## src/rtl/score4_game_ctrl.sv

```systemverilog
// Score 4 (7x6 connect-four) sequencing controller: board, turn, cursor, drop and end-of-game FSM.
// Optional per-turn move timeout is compiled in with `define SCORE4_MOVE_TIMEOUT_EN.
module score4_game_ctrl #(
    parameter int COLS           = 7,
    parameter int ROWS           = 6,
    parameter int TIMEOUT_CYCLES = 50000000
) (
    input  logic                            clk,
    input  logic                            rst,
    input  logic                            start,
    input  logic                            left,
    input  logic                            right,
    input  logic                            put,
    input  logic                            win_exists,
    input  logic                            win_player,
    output logic [COLS-1:0][ROWS-1:0][1:0]  panel,
    output logic                            turn,
    output logic [$clog2(COLS)-1:0]         cursor,
    output logic                            game_over,
    output logic                            winner,
    output logic                            draw,
    output logic                            illegal,
    output logic                            timeout
);
    localparam int CW = $clog2(COLS);
    localparam int HW = $clog2(ROWS + 1);
    localparam int MW = $clog2(COLS * ROWS + 1);
    localparam logic [CW-1:0] CUR_HOME  = CW'(COLS / 2);
    localparam logic [CW-1:0] CUR_MAX   = CW'(COLS - 1);
    localparam logic [HW-1:0] H_FULL    = HW'(ROWS);
    localparam logic [MW-1:0] MOVES_ALL = MW'(COLS * ROWS);

    typedef enum logic [2:0] {S_IDLE, S_PLAY, S_CHECK, S_WON, S_DRAW} state_t;

    state_t                         state_q, state_d;
    logic [COLS-1:0][ROWS-1:0][1:0] panel_q, panel_d;
    logic [COLS-1:0][HW-1:0]        heights_q, heights_d;
    logic [MW-1:0]                  move_cnt_q, move_cnt_d;
    logic [CW-1:0]                  cursor_q, cursor_d;
    logic turn_q, turn_d, game_over_q, game_over_d, winner_q, winner_d;
    logic draw_q, draw_d, illegal_q, illegal_d, timeout_q, timeout_d;
    logic col_full;
    logic expire;

    assign col_full = (heights_q[cursor_q] == H_FULL);

`ifdef SCORE4_MOVE_TIMEOUT_EN
    localparam int TW = (TIMEOUT_CYCLES > 1) ? $clog2(TIMEOUT_CYCLES) : 1;
    localparam logic [TW-1:0] T_LAST = TW'(TIMEOUT_CYCLES - 1);
    logic [TW-1:0] turn_cnt_q, turn_cnt_d;

    // A put at the last count defers the timeout: the counter holds until a put-free cycle.
    assign expire = (state_q == S_PLAY) && !put && (turn_cnt_q == T_LAST);

    always_comb begin
        turn_cnt_d = '0;
        if (state_q == S_PLAY && !expire)
            turn_cnt_d = (turn_cnt_q == T_LAST) ? turn_cnt_q : turn_cnt_q + 1'b1;
    end

    always_ff @(posedge clk or posedge rst) begin
        if (rst) turn_cnt_q <= '0;
        else     turn_cnt_q <= turn_cnt_d;
    end
`else
    logic unused_timeout_cfg;
    assign unused_timeout_cfg = (TIMEOUT_CYCLES > 0);
    assign expire             = 1'b0;
`endif

    always_comb begin
        // NOTE: every _d starts from a hold/default value so no path leaves it unassigned (no latch).
        state_d     = state_q;
        panel_d     = panel_q;
        heights_d   = heights_q;
        move_cnt_d  = move_cnt_q;
        cursor_d    = cursor_q;
        turn_d      = turn_q;
        game_over_d = game_over_q;
        winner_d    = winner_q;
        draw_d      = draw_q;
        illegal_d   = 1'b0;
        timeout_d   = expire;
        unique case (state_q)
            S_IDLE, S_WON, S_DRAW: begin
                if (start) begin
                    panel_d     = '0;
                    heights_d   = '0;
                    move_cnt_d  = '0;
                    cursor_d    = CUR_HOME;
                    turn_d      = 1'b0;
                    game_over_d = 1'b0;
                    winner_d    = 1'b0;
                    draw_d      = 1'b0;
                    state_d     = S_PLAY;
                end
            end
            S_PLAY: begin
                if (put) begin
                    if (col_full) begin
                        illegal_d = 1'b1;
                    end else begin
                        panel_d[cursor_q][heights_q[cursor_q]] = turn_q ? 2'b10 : 2'b01;
                        heights_d[cursor_q] = heights_q[cursor_q] + 1'b1;
                        move_cnt_d          = move_cnt_q + 1'b1;
                        turn_d              = ~turn_q;
                        state_d             = S_CHECK;
                    end
                end else begin
                    if (expire) turn_d = ~turn_q;
                    if (left && !right)
                        cursor_d = (cursor_q == '0) ? CUR_MAX : cursor_q - 1'b1;
                    else if (right && !left)
                        cursor_d = (cursor_q == CUR_MAX) ? '0 : cursor_q + 1'b1;
                end
            end
            S_CHECK: begin
                // The detector looks at the board just updated; a 4-in-line beats a full board.
                if (win_exists) begin
                    state_d     = S_WON;
                    game_over_d = 1'b1;
                    winner_d    = win_player;
                end else if (move_cnt_q == MOVES_ALL) begin
                    state_d     = S_DRAW;
                    game_over_d = 1'b1;
                    draw_d      = 1'b1;
                end else begin
                    state_d     = S_PLAY;
                end
            end
            default: state_d = S_IDLE;
        endcase
    end

    always_ff @(posedge clk or posedge rst) begin
        if (rst) begin
            // NOTE: the board array is reset explicitly; it is flop storage read every cycle, not a RAM.
            state_q     <= S_IDLE;
            panel_q     <= '0;
            heights_q   <= '0;
            move_cnt_q  <= '0;
            cursor_q    <= CUR_HOME;
            turn_q      <= 1'b0;
            game_over_q <= 1'b0;
            winner_q    <= 1'b0;
            draw_q      <= 1'b0;
            illegal_q   <= 1'b0;
            timeout_q   <= 1'b0;
        end else begin
            state_q     <= state_d;
            panel_q     <= panel_d;
            heights_q   <= heights_d;
            move_cnt_q  <= move_cnt_d;
            cursor_q    <= cursor_d;
            turn_q      <= turn_d;
            game_over_q <= game_over_d;
            winner_q    <= winner_d;
            draw_q      <= draw_d;
            illegal_q   <= illegal_d;
            timeout_q   <= timeout_d;
        end
    end

    assign panel     = panel_q;
    assign turn      = turn_q;
    assign cursor    = cursor_q;
    assign game_over = game_over_q;
    assign winner    = winner_q;
    assign draw      = draw_q;
    assign illegal   = illegal_q;
    assign timeout   = timeout_q;

endmodule
```

## config.mk

```make
export PLATFORM = sky130hd
export DESIGN_NAME = score4_game_ctrl
export DESIGN_NICKNAME = d
export VERILOG_FILES = /design/src/rtl/score4_game_ctrl.sv
export SDC_FILE = /design/constraint.sdc
export NUM_CORES = 1
export LEC_CHECK = 0
export CELL_PAD_IN_SITES_DETAIL_PLACEMENT = 1
export CELL_PAD_IN_SITES_GLOBAL_PLACEMENT = 2
export CORE_UTILIZATION = 34
export CTS_BUF_LIST = sky130_fd_sc_hd__clkbuf_16
export DETAILED_ROUTE_END_ITERATION = 8
export HOLD_SLACK_MARGIN = 0.05
export PLACE_DENSITY = 0.77
export SLEW_MARGIN = 15
export SYNTH_ARGS = -nofsm -noshare
export SYNTH_HDL_FRONTEND = slang
export SYNTH_SLANG_ARGS = --single-unit
```

## constraint.sdc

```tcl
create_clock -name clk -period 6 [get_ports clk]
set_clock_uncertainty 0.2 [all_clocks]
set_input_delay 1.2 -clock clk [delete_from_list [all_inputs] [get_ports clk]]
set_output_delay 1.2 -clock clk [all_outputs]
set_load 0.005 [all_outputs]
```

==> summary.txt, run 1 <==
Floorplan
  – Cell row count: 47
  – Ports placed on the boundary: 101
  – Height of the die: 133 um
  – Die Footprint: 17700 um2
  – DIE WIDTH: 133 um
  – Effective utilization at floorplan: 35.0%
  – Core ar.: 16600 um2

Routing
  – Routed Wire Length: 17700 um
  – Length of the first detailed-routing pass in iterations: 4
  – Count of nets left with antenna violations after detail routing: 0
  – Mean routed wirelength per cell: 20.4 um
  – Detailed-route DRC error count: 0
  – Starting DRC count in detailed routing: 368
  – Vias after detailed routing: 4785
  – Per-cell via count in the routed design: 5.53

Timing
  – Final max-slew violation count: 0
  – Setup tns final: 0 ns
  – Unrepaired setup endpoints after global routing: no
  – Final Setup Violations: 0
  – Min setup slack post-route: 1.93 ns
  – Worst Max-Slew Pin Slew: 1.03 ns
  – Max_slew headroom: 31.4%
  – Shortest clock period the worst path allows after layout: 4.07 ns
  – Crit share post-route: 67.9%
  – Hold Vio Cnt, Final: 0
  – Max Freq: 0.246 GHz

Synth
  – Most used flip-flop cell after synthesis: dfrtp_1
  – Number of flops mapped to enable cells by yosys: 0
  – Synthesized instance count: 554
  – Post-Synthesis Mean Instance Area: 10.5 um2
  – Sequential share of the synthesized area: 52.4%
  – Share of synthesized cell area in full adder, half adder and majority cells: 2.15%
  – Mapped cell area: 5830 um2
  – Main combinational cell family by area after synthesis: simple AND/OR/NAND/NOR gates
  – Proportion of synthesized area in mux cells: 10.5%
  – Nets in the synthesized netlist: 572
  – Post-synthesis compound-gate area fraction: 13.1%
  – Synth Warn #: 0
  – Area share of xor/xnor cells in the synthesized design: 0%
  – Async set-reset flop share out of synthesis: 100%
  – Flip-flop and latch count after synthesis: 122
  – Synthesized-area fraction occupied by and/or/nand/nor cells: 17.5%
  – Count of cell types in the netlist: 47

Power
  – Worst IR drop on VDD: 0.000212 V
  – Sw Pwr: 1.30 mW
  – Net Sw Frac: 40.0%
  – Total power per unit cell area: 430 nW/um2
  – Cell-internal power: 1.94 mW
  – Sequential group share of total power: 33.8%
  – Final total power: 3.24 mW
  – Share of power burned in the clock network: 32.2%
  – Combinational cell fraction of total power: 34.0%
  – Static Leakage: 3.29 nW

Place
  – Port Buffers: 99
  – Detail Placement HPWL: 11900 um
  – Dpl ws: 1.72 ns
  – Cell total after placement: 833
  – Final weighted congestion in routability-driven placement: 0.770

GRT
  – Number of global-route vias before repair: 5165
  – Maximum number of pins on one net before global-route repair: 82
  – Number of antenna violations at the first check in global routing: 0
  – GRT busiest layer: met2
  – Wire length of the first global-routing pass: 28600 um
  – Met1 layer usage reported by global route: 26.8%
  – Total GRT Usage: 20.9%
  – Routing usage on met2: 35.1%
  – Remaining global-route overflow: 0
  – Met3 GRT Util: 4.29%

Cells and area
  – Post-layout nets: 650
  – Number of inserted diodes: 0
  – Syn-to-layout area delta: 29.4%
  – Commonest non-fill, non-tap cell in the layout: dfrtp_1
  – Fin cells: 865
  – Fraction of final layout cells with drive strength greater than 1: 8.99%
  – Post-layout utilization of the core: 45.3%
  – Most frequent cells in the layout: dfrtp_1, clkdlybuf4s50_1, nand2_1, mux2i_1, a32o_1

Clock tree
  – Count of hold buffers inserted by post-cts repair: 0
  – Post-CTS setup buffers: 0
  – Root buffer cell: clkbuf_16
  – TritonCTS clock tree: done
  – Clk sink count: 122
  – Number of H-tree levels: 4
  – Total clock buffers created by CTS: 17
  – Clock insertion delay at the later pin of the skew report: 0.42 ns
  – Buffer levels on the longest clock path: 2
  – Clock-pin slew reported for the worst setup and hold paths after clock tree synthesis: 0.06 ns
  – Post-CTS resize count: 0

Critical path
  – Worst path arrival time: 4.18 ns
  – Element type at the critical path start: register
  – Start-to-end type of the worst setup path: register to register
  – Nature of the critical path endpoint: register
  – Crit Path Max Fanout: 22
  – Critical path data required time: 6.10 ns

Hold path
  – Class of the tightest hold or removal check: register to register

Flow run
  – Max-cap violations: 0

Outcome
  – Run status: complete, no violations
[cell usage after synthesis (3+ instances only)]
cell type	instances	area [um2]
nand2b_1	6	37.5
nand3_1	30	150
o21ai_0	13	65.1
ha_1	10	125
a21o_1	3	22.5
nor2_1	11	41.3
nor2b_1	5	31.3
nand3b_1	3	22.5
buf_1	3	11.3
a21oi_1	8	40.0
nand2_1	98	368
or3_1	13	81.3
dfrtp_1	120	3000
nor3_1	24	120
a32o_1	34	340
buf_6	4	45.0
nor3_4	3	48.8
o311ai_0	3	26.3
buf_2	6	30.0
nor3_2	6	60.1
o21a_1	3	22.5
clkbuf_1	29	109
o22ai_1	23	144
inv_1	8	30.0
mux2i_1	58	581
[metrics by stage]
| step | instance area, um2 | hold WS (ns) |
|---|---|---|
| 5_1_grt | 7540 | 0.302 |
| 6_report | 7540 | 0.277 |
| 3_3_place_gp | 6930 | 0.261 |
| 2_1_floorplan | 5830 | 0.274 |
| 4_1_cts | 7530 | 0.278 |
| 3_5_place_dp | 6930 | 0.265 |
[registers in the layout (all words and copies together), names as in the netlist]
name,cells
draw,1
game_over,1
panel,84
move_cnt_q,6
state_q,3
turn,1
cursor,3
heights_q,21
winner,1
illegal,1
[logic make-up (layout without fill, tap and decap cells)]
logic type / count (synthesis) / count (layout)
AO/OA/AOI/OAI: 100 / 100
adder cells (fa/ha/maj): 10 / 10
buffers and inverters: 53 / 144
flip-flops: 122 / 122
multiplexers: 60 / 60
other: 1 / 1
AND/OR/NAND/NOR: 208 / 208
[power groups by stage]
stage	clock network (mW)	logic, mW	registers, mW
global placement	0	1.06	1.10
CTS	1.06	1.10	1.09
finish	1.04	1.10	1.09
global route	1.09	1.21	1.11
detailed placement	0	1.10	1.10
floorplan	0	0.772	1.02
[layer usage]
layer	wire length (um)	up-vias
li1	-	2161
met4	273	0
met1	7910	2462
met2	8740	129
met5	0	-
met3	736	33
[final cells by class]
type / count / area (um2)
well taps: 220 / 275
multi-input cells: 379 / 2550
repair buffers: 102 / 1010
flip-flops and latches: 122 / 3060
fillers: 1780 / 9110
inverters: 10 / 40.0
clock buffers: 17 / 425
clock inverters: 15 / 178
[path summary, 6_finish.rpt]
check,start,end,slack [ns],cells past startpoint
setup / recovery,cursor[1],heights_q[0],1.93,7
hold / removal,draw,draw,0.28,1
setup reg to reg,cursor[1],heights_q[0],1.93,7
hold reg to reg,draw,draw,0.28,1
max in group asynchronous,rst,panel[47],3.24,3
min in group asynchronous,rst,panel[1],1.20,2
[worst max-delay path, cell delays in order, from the launching register on]
cell      delay, ns
dfstp_2        0.83
mux4_2         0.56
mux2i_1        0.68
ha_1           0.32
nand2_1        0.13
o21bai_2       0.61
nor2_1         0.32
a32o_1         0.29
(Power assumes the default switching activity.)
==> inputs of run 2 (changes only) <==
==> constraint.sdc (replaced) <==
create_clock -name clk -period 3.8 [get_ports clk]
set_clock_uncertainty 0.2 [all_clocks]
set_input_delay 0.76 -clock clk [delete_from_list [all_inputs] [get_ports clk]]
set_output_delay 0.76 -clock clk [all_outputs]
set_load 0.005 [all_outputs]
==> run 2 against run 1 <==
Sequential cell count unchanged. Clock power increased by 64%. Cell count increased by 2.3%. Register-to-register slack got worse by 1.6 ns. Design area increased by 2.5%. Clock-buffer cell count unchanged. Worst hold slack improved by 0.0012 ns. Global-route usage decreased by 0.72 points. Routed wire length decreased by 5.4%. Non-clock buffer count increased by 20. Sequential share of layout area decreased by 0.99 points. Maximum frequency increased by 18%. Critical path type unchanged. Critical endpoint is now panel[60]. Largest power group unchanged.
==> summary.txt, run 2 (synthesis gave the netlist of run 1 again) <==
Clock tree
  – TritonCTS clock tree: done
  – Post-CTS setup buffers: 0 (unchanged)
  – Root buffer cell: clkbuf_16
  – Number of H-tree levels: 4 (unchanged)
  – Clk sink count: 122 (unchanged)
  – Post-CTS resize count: 0 (unchanged)
  – Count of hold buffers inserted by post-cts repair: 0 (unchanged)
  – Clock insertion delay at the later pin of the skew report: 0.42 ns (about the same)
  – Total clock buffers created by CTS: 17 (unchanged)
  – Buffer levels on the longest clock path: 2 (unchanged)
  – Clock-pin slew reported for the worst setup and hold paths after clock tree synthesis: 0.06 ns (about the same)

Cells and area
  – Most frequent cells in the layout: dfrtp_1, clkdlybuf4s50_1, nand2_1, mux2i_1, a32o_1
  – Fraction of final layout cells with drive strength greater than 1: 11.1% (+2.1 points)
  – Final design instance area without fill: 7720 um2 (+2.5%)
  – Post-layout nets: 670 (+3.1%)
  – Syn-to-layout area delta: 32.6%
  – Count of fill cells added during filler insertion: 1803 (+1.3%)
  – Post-layout utilization of the core: 46.4% (+1.1 points)
  – Number of inserted diodes: 0 (unchanged)
  – Combined area of the multi-input logic cells: 2540 um2 (-0.29%)
  – Largest register FFs: 84 (unchanged)
  – Commonest non-fill, non-tap cell in the layout: dfrtp_1
  – Area occupied by registers: 3060 um2 (unchanged)

Timing
  – Setup tns final: 0 ns (unchanged)
  – Max_slew headroom: 46.9% (+15 points)
  – Max Freq: 0.289 GHz (+18%)
  – Final-layout worst hold slack: 0.278 ns (+0.00117 ns)
  – Final Setup Violations: 0 (unchanged)
  – Worst Max-Slew Pin Slew: 0.797 ns (-0.232 ns)
  – Hold Vio Cnt, Final: 0 (unchanged)
  – Unrepaired setup endpoints after global routing: no
  – Final max-slew violation count: 0 (unchanged)
  – Crit share post-route: 91.2% (+23 points)
  – Shortest clock period the worst path allows after layout: 3.46 ns (-0.607 ns)

Critical path
  – Buffers & Inverters on Critical Path: 2 (+2)
  – Crit Path Max Fanout: 14 (-36%)
  – Start-to-end type of the worst setup path: register to register
  – Nature of the critical path endpoint: register
  – Delay contributed by the slowest stage of the critical path: 0.70 ns (-0.13 ns)
  – Gate family responsible for the most delay along the worst path: compound AO/OA/AOI/OAI gates
  – Element type at the critical path start: register
  – Worst path arrival time: 3.62 ns (-0.56 ns)
  – Cell Chain, Critical Path: and3b_1 -> a222oi_1 -> o21a_2 -> inv_2 -> ha_1 -> nand2_1 -> o21bai_1 -> buf_4 -> nor3_1 -> a32o_1
  – Cell with the largest stage delay on the worst path: dfstp_2
  – Critical path data required time: 3.96 ns (-2.14 ns)

Place
  – Placed inst area: 7100 um2 (+2.5%)
  – Detail Placement HPWL: 11600 um (-2.3%)
  – Final weighted congestion in routability-driven placement: 0.784 (+1.9%)
  – Port Buffers: 99 (unchanged)

Routing
  – Count of nets left with antenna violations after detail routing: 0 (unchanged)
  – Routed Wire Length: 16700 um (-5.4%)
  – Mean routed wirelength per cell: 18.9 um (-7.5%)
  – Detailed-route DRC error count: 0 (unchanged)
  – Length of the first detailed-routing pass in iterations: 7 (+3)
  – Per-cell via count in the routed design: 5.37 (-2.9%)
  – Vias after detailed routing: 4752 (-0.69%)
  – Starting DRC count in detailed routing: 304 (-17%)

GRT
  – Remaining global-route overflow: 0 (unchanged)
  – Number of antenna violations at the first check in global routing: 0 (unchanged)
  – Wire length of the first global-routing pass: 27800 um (-3.0%)
  – Number of global-route vias before repair: 5062 (-2.0%)
  – Maximum number of pins on one net before global-route repair: 94 (+15%)
  – Total GRT Usage: 20.2% (-0.72 points)

Floorplan
  – Core ar.: 16600 um2 (unchanged)
  – DIE WIDTH: 133 um (unchanged)
  – Ports placed on the boundary: 101 (unchanged)
  – Cell row count: 47 (unchanged)
  – Die Footprint: 17700 um2 (unchanged)
  – Effective utilization at floorplan: 35.0% (unchanged)
  – Height of the die: 133 um (unchanged)

Power
  – Final total power: 5.27 mW (+63%)
  – Static Leakage: 3.41 nW (+3.7%)
  – Worst IR drop on VDD: 0.000402 V (+90%)
  – Total power per unit cell area: 682 nW/um2 (+59%)

Flow run
  – Max-cap violations: 0 (unchanged)

Outcome
  – Run status: complete, no violations

Hold path
  – Class of the tightest hold or removal check: register to register
[run 2: cell count changes in the layout (fill, tap and decap cells not counted), sizes merged]
cell,change
buf,+20
bufinv,+1
clkinvlp,-2
inv,+1
[run 2: metal layers]
metal / wire length [um] / share of wire (%) / GRT usage (%)
met5: 0 / 0 / 0
met1: 7460 / 45 / 25.5
met2: 8330 / 50 / 34.0
met3: 661 / 4.0 / 4.67
met4: 251 / 1.5 / 6.70
[run 2: path summary, 6_finish.rpt]
| check | start | to | slack (ns) | cells after the start |
|---|---|---|---|---|
| max in group asynchronous | rst | panel[83] | 2.34 | 3 |
| min | draw | draw | 0.28 | 1 |
| min reg2reg | draw | draw | 0.28 | 1 |
| min in group asynchronous | rst | panel[37] | 0.62 | 3 |
| max reg2reg | cursor[1] | panel[60] | 0.34 | 10 |
| max | cursor[1] | panel[60] | 0.34 | 10 |
[run 2: worst register-to-register path, cell delays in order, from the launching register on]
cell and delay (ns):
dfstp_2 0.70, and3b_1 0.32, a222oi_1 0.35, o21a_2 0.27, inv_2 0.09, ha_1 0.22
nand2_1 0.15, o21bai_1 0.18, buf_4 0.23, nor3_1 0.49, a32o_1 0.21
[run 2: cell type report]
| class | count | area share [%] |
|---|---|---|
| Clock buffer | 17 | 5.51 |
| Clock inverter | 15 | 2.56 |
| Inverter | 10 | 0.534 |
| Multi-Input combinational cell | 379 | 32.9 |
| Sequential cell | 122 | 39.6 |
| Tap cell | 220 | 3.56 |
| Timing Repair Buffer | 122 | 15.4 |
[run 2: stage by stage]
step           setup slack, ns  std cells
2_1_floorplan            0.724        554
4_1_cts                  0.319        885
5_1_grt                  0.100        885
3_5_place_dp             0.325        853
6_report                 0.336        885
3_3_place_gp             0.543        853
[run 2: report_power, final]
| part | leakage (nW) | internal (mW) | switching (mW) |
|---|---|---|---|
| Clock | 0.303 | 1.10 | 0.617 |
| Combinational | 1.42 | 0.672 | 1.22 |
| Sequential | 1.68 | 1.48 | 0.180 |
